--- src/rtl/param_register_file.sv ---
// -----------------------------------------------------------------------------
// param_register_file
//
// Parametrised register file with NUM_GPR general registers (R1..Rn) and
// NUM_SCR scratch registers (S1..Sm). Each register is WIDTH bits wide.
// Every register whose active-low select bit is 0 applies the same FunSel
// operation on the rising clock edge. Two combinational read ports select
// registers by flat index: R1..Rn come first, then S1..Sm.
//
// A ClearAll pulse starts a sweep that clears one register per cycle, in index
// order. Busy is high while the sweep runs. Writes and further ClearAll pulses
// are ignored until the sweep finishes.
//
// Optional feature macro: REGFILE_BYPASS_EN
//   When defined, a read port returns I in the same cycle if it selects an
//   enabled register while FunSel=010 and Busy=0.
//   When undefined, reads always return stored values.
//
// Ports
//   Clock    in   1        rising-edge clock
//   Reset    in   1        asynchronous active-low reset, clears everything
//   FunSel   in   3        operation applied to every enabled register
//   RegSel   in   NUM_GPR  active-low enables, MSB = R1, LSB = Rn
//   ScrSel   in   NUM_SCR  active-low enables, MSB = S1, LSB = Sm
//   I        in   WIDTH    write data
//   ClearAll in   1        single-cycle pulse that starts the clear sweep
//   OutASel  in   SELW     read index for port A
//   OutBSel  in   SELW     read index for port B
//   OutA     out  WIDTH    combinational read data for port A
//   OutB     out  WIDTH    combinational read data for port B
//   Busy     out  1        high while the clear sweep is active
// -----------------------------------------------------------------------------
module param_register_file #(
  parameter  int WIDTH    = 16,
  parameter  int NUM_GPR  = 4,
  parameter  int NUM_SCR  = 4,
  localparam int NUM_REGS = NUM_GPR + NUM_SCR,
  localparam int SELW     = (NUM_REGS > 1) ? $clog2(NUM_REGS) : 1,
  // A zero-width port is not legal, so a single unused bit stands in when
  // there are no scratch registers.
  localparam int SCR_W    = (NUM_SCR > 0) ? NUM_SCR : 1
) (
  input  logic             Clock,
  input  logic             Reset,
  input  logic [2:0]       FunSel,
  input  logic [NUM_GPR-1:0] RegSel,
  input  logic [SCR_W-1:0] ScrSel,
  input  logic [WIDTH-1:0] I,
  input  logic             ClearAll,
  input  logic [SELW-1:0]  OutASel,
  input  logic [SELW-1:0]  OutBSel,
  output logic [WIDTH-1:0] OutA,
  output logic [WIDTH-1:0] OutB,
  output logic             Busy
);

  localparam int HALF = WIDTH / 2;
  localparam logic [SELW-1:0] LAST_IDX = SELW'(NUM_REGS - 1);

  typedef enum logic {
    IDLE  = 1'b0,
    SWEEP = 1'b1
  } state_e;

  state_e          state_q, state_d;
  logic [SELW-1:0] idx_q, idx_d;
  logic [WIDTH-1:0] regs_q [NUM_REGS];
  logic [WIDTH-1:0] regs_d [NUM_REGS];
  logic [WIDTH-1:0] rd_val [NUM_REGS];
  logic [NUM_REGS-1:0] en;
  logic            busy;

  // Result of one FunSel operation on a single register.
  // H is the upper half of the register, L is the lower half of I.
  function automatic logic [WIDTH-1:0] apply_op(
    input logic [2:0]       fsel,
    input logic [WIDTH-1:0] q,
    input logic [WIDTH-1:0] din
  );
    logic [HALF-1:0] il;
    il = din[HALF-1:0];
    unique case (fsel)
      3'b000: apply_op = q - WIDTH'(1);
      3'b001: apply_op = q + WIDTH'(1);
      3'b010: apply_op = din;
      3'b011: apply_op = '0;
      3'b100: apply_op = {{(WIDTH-HALF){1'b0}}, il};
      3'b101: apply_op = {q[WIDTH-1:HALF], il};
      3'b110: apply_op = {il, q[HALF-1:0]};
      default: apply_op = {{(WIDTH-HALF){il[HALF-1]}}, il};
    endcase
  endfunction

  // Flatten the two select buses into one enable per register index.
  // The select buses list the first register at the MSB, so the bit order
  // is reversed here.
  always_comb begin
    en = '0;
    for (int k = 0; k < NUM_GPR; k++) begin
      en[k] = ~RegSel[NUM_GPR-1-k];
    end
    for (int k = 0; k < NUM_SCR; k++) begin
      en[NUM_GPR+k] = ~ScrSel[NUM_SCR-1-k];
    end
  end

  assign busy = (state_q == SWEEP);
  assign Busy = busy;

  // Next-state logic for the sweep FSM and the register contents.
  // In IDLE, writes and a ClearAll pulse on the same edge are both honoured.
  // The write lands first, and then the sweep begins. In SWEEP, only the
  // register at the current index changes.
  always_comb begin
    state_d = state_q;
    idx_d   = idx_q;
    for (int k = 0; k < NUM_REGS; k++) begin
      regs_d[k] = regs_q[k];
    end

    unique case (state_q)
      IDLE: begin
        for (int k = 0; k < NUM_REGS; k++) begin
          if (en[k]) begin
            regs_d[k] = apply_op(FunSel, regs_q[k], I);
          end
        end
        if (ClearAll) begin
          state_d = SWEEP;
          idx_d   = '0;
        end
      end
      SWEEP: begin
        for (int k = 0; k < NUM_REGS; k++) begin
          if (idx_q == SELW'(k)) begin
            regs_d[k] = '0;
          end
        end
        if (idx_q == LAST_IDX) begin
          state_d = IDLE;
          idx_d   = '0;
        end else begin
          idx_d = idx_q + SELW'(1);
        end
      end
      default: begin
        state_d = IDLE;
        idx_d   = '0;
      end
    endcase
  end

  // State, index and register storage with asynchronous active-low clear.
  always_ff @(posedge Clock or negedge Reset) begin
    if (!Reset) begin
      state_q <= IDLE;
      idx_q   <= '0;
      for (int k = 0; k < NUM_REGS; k++) begin
        regs_q[k] <= '0;
      end
    end else begin
      state_q <= state_d;
      idx_q   <= idx_d;
      for (int k = 0; k < NUM_REGS; k++) begin
        regs_q[k] <= regs_d[k];
      end
    end
  end

  // Per-register read value. With the bypass enabled, a plain load
  // (FunSel=010) is forwarded to the read ports in the same cycle. This
  // happens only outside the sweep, because writes are dropped during it.
  always_comb begin
    for (int k = 0; k < NUM_REGS; k++) begin
      rd_val[k] = regs_q[k];
`ifdef REGFILE_BYPASS_EN
      if (en[k] && (FunSel == 3'b010) && !busy) begin
        rd_val[k] = I;
      end
`endif
    end
  end

  // Read multiplexers. An index with no matching register leaves the
  // default of zero in place.
  always_comb begin
    OutA = '0;
    OutB = '0;
    for (int k = 0; k < NUM_REGS; k++) begin
      if (OutASel == SELW'(k)) begin
        OutA = rd_val[k];
      end
      if (OutBSel == SELW'(k)) begin
        OutB = rd_val[k];
      end
    end
  end

endmodule

--- config.mk ---
export PLATFORM = sky130hd
export DESIGN_NAME = param_register_file
export DESIGN_NICKNAME = d
export VERILOG_FILES = /design/src/rtl/param_register_file.sv
export SDC_FILE = /design/constraint.sdc
export NUM_CORES = 1
export LEC_CHECK = 0
export ABC_AREA = 1
export BUFFER_PORTS_ARGS = -buffer_cell sky130_fd_sc_hd__buf_2
export CORE_MARGIN = 3
export CORE_UTILIZATION = 37
export DETAILED_ROUTE_END_ITERATION = 8
export SYNTH_ARGS = -nofsm -noshare
export SYNTH_HDL_FRONTEND = slang
export SYNTH_SLANG_ARGS = --single-unit
--- constraint.sdc ---
create_clock -name Clock -period 4.6 [get_ports Clock]
set_clock_uncertainty 0.1 [all_clocks]
set_input_delay 0.46 -clock Clock [delete_from_list [all_inputs] [get_ports Clock]]
set_output_delay 0.46 -clock Clock [all_outputs]
set_load 0.01 [all_outputs]
Word level (Yosys, flattened, before mapping)
Index checks and enable logic that the tools add are counted.
{"block": "classes", "n_addsub": 17, "mul": 0, "div": 0, "n_lt_le_gt_ge": 0, "n_eq_ne": 46, "shifts": 0, "muxes": 47, "n_bitwise": 1, "reduce_logical": 20}
{"op": "16-bit case mux with 7 select lines", "count": 8}
{"op": "16-bit two-way mux", "count": 32}
{"op": "128-bit case mux with 2 select lines", "count": 1}
{"op": "16-bit by 1-bit adder with 16-bit output (second input constant)", "count": 8}
{"op": "16-bit by 1-bit subtractor with 16-bit output (second input constant)", "count": 8}
{"op": "3-bit AND reduction", "count": 16}
{"op": "3-bit equality test (second input constant)", "count": 15}
{"op": "3-bit by 2-bit equality test with 1-bit output (second input constant)", "count": 8}
{"op": "2-bit != test (second input constant)", "count": 11}
{"op": "2-bit by 1-bit != test with 1-bit output (second input constant)", "count": 8}
{"op": "3-bit by 1-bit equality test with 1-bit output (second input constant)", "count": 4}
{"op": "3-bit zero test", "count": 4}
{"op": "3-bit two-way mux", "count": 2}
{"op": "3-bit case mux with 2 select lines", "count": 1}
{"op": "3-bit by 1-bit adder with 3-bit output (second input constant)", "count": 1}
{"op": "1-bit two-way mux", "count": 2}
{"op": "1-bit case mux with 2 select lines", "count": 1}
{"op": "1-bit inverter", "count": 1}
{"block": "word_totals", "reg_bits": 132, "latchBits": 0, "mem_bits_rw": 0, "rom_bits": 0, "inputBits": 36, "output_inout_bits": 33, "mem_count": 0}

Longest topological paths before layout
{"block": "logic_depth", "ltp_word": 9, "mapped_depth": 15, "mapped_depth_nobuf": 14}

Worst setup path after synthesis
No wires, ideal clock.
{"block": "synth_timing", "kind": "input -> register", "startpoint": "in FunSel[1]", "endpoint": "reg regs_q, in the netlist rd_val[75]", "setup_time_ps": 116, "t_arrival_ps": 3935, "required_time_ps": 4384, "path_slack_ps": 448, "path_stages": 12, "path_cell_list": "buf_4 > nor2_4 > nand2_2 > ha_1 > or2_2 > and2_1 > nand3_1 > nand4_1 > nand3_1 > nand2_1 > nand2_1 > nand2_1"}
{"block": "synth_via", "elab_chain_len": 4, "elab_cells_between_ends": 12, "classes_between": "eq/ne: 7; mux: 3; reduce/logical: 2"}
{"element": "start: declaration", "line": "45", "source": "input logic [2:0] FunSel,"}
{"element": "3-bit equality test, or another cell as far along", "line": "82", "source": "unique case (fsel)"}
{"element": "16-bit case mux with 7 select lines", "line": "82"}
{"element": "16-bit two-way mux", "line": "124", "source": "if (en[k]) begin"}
{"element": "128-bit case mux with 2 select lines", "line": "121", "source": "unique case (state_q)"}
{"element": "end signal: indexed assignment", "line": "165", "source": "regs_q[k] <= regs_d[k];"}
{"element": "end: declaration", "line": "67", "source": "logic [WIDTH-1:0] regs_q [NUM_REGS];"}
Parallel ways exist; a longest one is shown, timed or not. The select of a mux whose other input is x is not followed.
A chain may end at the register's enable or synchronous reset.

Final worst setup path
{"block": "layout_timing", "startpoint": "in OutBSel[1]", "endpoint": "out OutB[12]"}
{"block": "layout_via", "elab_chain_len": 9, "elab_cells_between_ends": 16, "classes_between": "eq/ne: 7; mux: 8; reduce/logical: 1"}
{"element": "start: declaration", "line": "51", "source": "input logic [SELW-1:0] OutBSel,"}
{"element": "3-bit zero test", "line": "193", "source": "if (OutBSel == SELW'(k)) begin"}
{"element": "16-bit two-way mux (7 in a row)", "line": "193"}
{"element": "16-bit two-way mux *", "line": "193"}
{"element": "end: declaration", "line": "53", "source": "output logic [WIDTH-1:0] OutB,"}
Every way passes the cells marked *; elsewhere a longest branch is shown, timed or not.

==> flow_summary.json <==
{
  "cpMaxStageDelayCell": "nor4_1",
  "rows": 75,
  "hold_path_class": "primary input to register",
  "drive_gt1_frac": 0.0592,
  "grt-ovfl-total": 0,
  "post_drt_via_cell_ratio": 5.36,
  "syn2layout_area_growth_pct": 9.89,
  "initial_utilization": 0.376,
  "cts_setup_buffers": 0,
  "fin_tns_setup_ns": 0,
  "diodes": 0,
  "syn_avg_cell_area_um2": 5.82,
  "fin_crit_sh": 0.722,
  "insertion_delay_ns": 0.45,
  "grt_start_max_net_pins": 132,
  "met2_usage": 0.447,
  "p_leak_uw": 0.00988,
  "dieArea_um2": 45500,
  "crit_top_cell": "buf_2",
  "use_met3": 0.0557,
  "synthAdderAreaFrac": 0.122,
  "required_ns": 4.04,
  "setup_viol": 0,
  "rsz0062_at_grt": "false",
  "dr.pass1.iters": 5,
  "final_nets": 2975,
  "vdd_drop_max_mv": 0.403,
  "grt_busiest_layer": "met2",
  "yosys-mux-area-fraction": 0,
  "fp.dieH_um": 213,
  "gp_congestion": 0.980,
  "synth_fp_nets": 2914,
  "io_buffers": 68,
  "wl_um": 63100,
  "yosys.cell_types.count": 41,
  "tightest_slew_ns": 1.28,
  "synth_xor_area_frac": 0.0105,
  "clock_sinks": 132,
  "numCtsBuffers": 17,
  "most-common-layout-cells": "nand2_1 (1136), inv_1 (416), nand3_1 (241)",
  "ant_nets": 0,
  "finalPower_uw": 13500,
  "dpl_cell_area_um2": 16800,
  "path_clk_slew_ns": 0.06,
  "path_cells": "buf_2 -> inv_1 -> nand3_1 -> o22ai_1 -> nor4_1 -> nand4_1 -> buf_2",
  "synth_seq_area_share": 0.208,
  "critPathKind": "primary input to primary output",
  "coreArea_um2": 42200,
  "crit_family": "simple AND/OR/NAND/NOR gates",
  "synth_compound_area_frac": 0.107,
  "layout_commonest_cell": "nand2_1",
  "n_fill_cell": 4514,
  "cp_num_buf_inv": 3,
  "max-cap-violations": 0,
  "synth_top_family_by_area": "simple AND/OR/NAND/NOR gates",
  "syn_inst": 2728,
  "drc": 0,
  "io_pins": 69,
  "slew_viol_final": 0,
  "clockBufferDepth": 2,
  "slew_headroom": 0.142,
  "design_area_um2": 17500,
  "p_per_area_nw_per_um2": 771,
  "yosysWarnings": 0,
  "wl_per_cell_um": 18.9,
  "vias": 17903,
  "grt_pass1_wl_um": 96600,
  "worstPathArrival_ns": 2.76,
  "cts_tree": "yes",
  "critPathLaunchType": "primary input",
  "status": "completed",
  "grt_use_total": 0.279,
  "clock-root-buffer": "clkbuf_16",
  "htreeDepth": 4,
  "slowest_delay_ns": 0.70,
  "fmax_ghz": 0.301,
  "netlist_area_um2": 15900,
  "antenna_found_initial": 1,
  "die_w_um": 213,
  "synth-simple-area-share": 0.440,
  "crit_fanout": 16,
  "hold_violations": 0,
  "period_needed_ns": 3.32,
  "synth-seq-cells": 132,
  "grt_pass1_vias": 16766,
  "end_kind": "primary output",
  "initialDrtViolationCount": 1757,
  "dp_hpwl_um": 47200,
  "grtUsageMet1": 0.373
}
-- cells in the mapped netlist --
cell type | n | area [um2]
a21oi_1 | 115 | 576
a21oi_4 | 9 | 146
a31oi_1 | 3 | 18.8
and2_1 | 9 | 56.3
buf_1 | 1 | 3.75
buf_2 | 16 | 80.1
buf_4 | 3 | 22.5
buf_6 | 2 | 22.5
clkbuf_1 | 19 | 71.3
clkinv_1 | 2 | 7.51
dfrtp_1 | 132 | 3300
fa_1 | 8 | 160
ha_1 | 142 | 1780
inv_1 | 416 | 1560
inv_2 | 5 | 18.8
inv_4 | 1 | 6.26
nand2_1 | 1136 | 4260
nand2_2 | 1 | 6.26
nand2_4 | 1 | 11.3
nand3_1 | 241 | 1210
nand3b_1 | 15 | 113
nand4_1 | 40 | 250
nor2_1 | 162 | 608
nor2_2 | 3 | 18.8
nor2_4 | 9 | 101
nor2_8 | 1 | 20.0
nor3_1 | 18 | 90.1
nor3_2 | 11 | 110
nor4_1 | 15 | 93.8
o211ai_1 | 10 | 75.1
o21a_1 | 1 | 7.51
o21ai_0 | 98 | 490
o21ai_1 | 10 | 50.1
o21ai_4 | 1 | 16.3
o221ai_1 | 10 | 87.6
o22ai_1 | 35 | 219
o31ai_1 | 1 | 7.51
or2_0 | 1 | 6.26
or2_2 | 6 | 37.5
xnor2_1 | 14 | 123
xor2_1 | 5 | 43.8
-- registers in the layout (all words and copies together) (netlist names) --
name / cells
idx_q: 3
Busy: 1
rd_val: 128
-- worst paths after layout --
check | from | end | slack (ns) | cells past startpoint
worst max-delay path | OutBSel[1] | OutB[12] | 1.28 | 7
worst min-delay path | ClearAll | idx_q[0] | 0.24 | 4
worst max register to register | Busy | rd_val[70] | 1.67 | 7
worst min register to register | rd_val[111] | rd_val[111] | 0.38 | 2
max in group asynchronous | Reset | rd_val[30] | 2.90 | 3
min in group asynchronous | Reset | rd_val[109] | 0.44 | 2
-- area by class of cell --
class,instances,area [um2],area share
repair buffers,83,462,0.0264
clock buffers,17,425,0.0244
multi-input cells,2131,10800,0.620
inverters,424,1590,0.0913
flip-flops and latches,132,3300,0.189
well taps,539,674,0.0386
clock inverters,15,181,0.0104
-- per-layer routing --
metal / up-vias / share of wire
met1: 8278 / 0.43
li1: 8815 / -
met3: 144 / 0.084
met4: 2 / 0.040
met5: - / 0.00021
met2: 664 / 0.44
-- cells by family (layout without fill, tap and decap cells) --
logic type	count (synthesis)	after routing
AND/OR/NAND/NOR	1669	1669
buffers and inverters	465	539
XOR/XNOR	19	19
adder cells (fa/ha/maj)	150	150
AO/OA/AOI/OAI	293	293
flip-flops	132	132
-- through the flow --
stage	hold WS (ns)	std cells	setup slack (ns)	util
4_1_cts	0.220	3341	1.45	0.413
6_report	0.238	3341	1.28	0.413
3_3_place_gp	0.334	3308	1.26	0.399
3_5_place_dp	0.329	3308	1.22	0.399
5_1_grt	0.255	3341	1.16	0.413
2_1_floorplan	0.0644	2728	0.448	-
-- repair_timing --
action / 4_1_cts / 5_1_grt
endpoints found under the hold margin: 44 / 0
hold buffers: 1 / 0
gates resized for setup: 0 / 0
-- worst reg2reg max path, cell delays in order, from the launching register on --
cell,delay (ns)
dfrtp_1,0.98
inv_1,0.30
nand2_1,0.23
inv_1,0.18
nor2_1,0.69
inv_1,0.17
nand2_1,0.10
nand2_1,0.06
-- report_power, final --
group / switching (uW) / internal [uW] / leakage, uW / total, uW
Clock: 612 / 855 / 0.000282 / 1470
Combinational: 6450 / 3140 / 0.00778 / 9590
Sequential: 783 / 1620 / 0.00181 / 2410
Note: power is estimated with default switching activity, not from simulation.
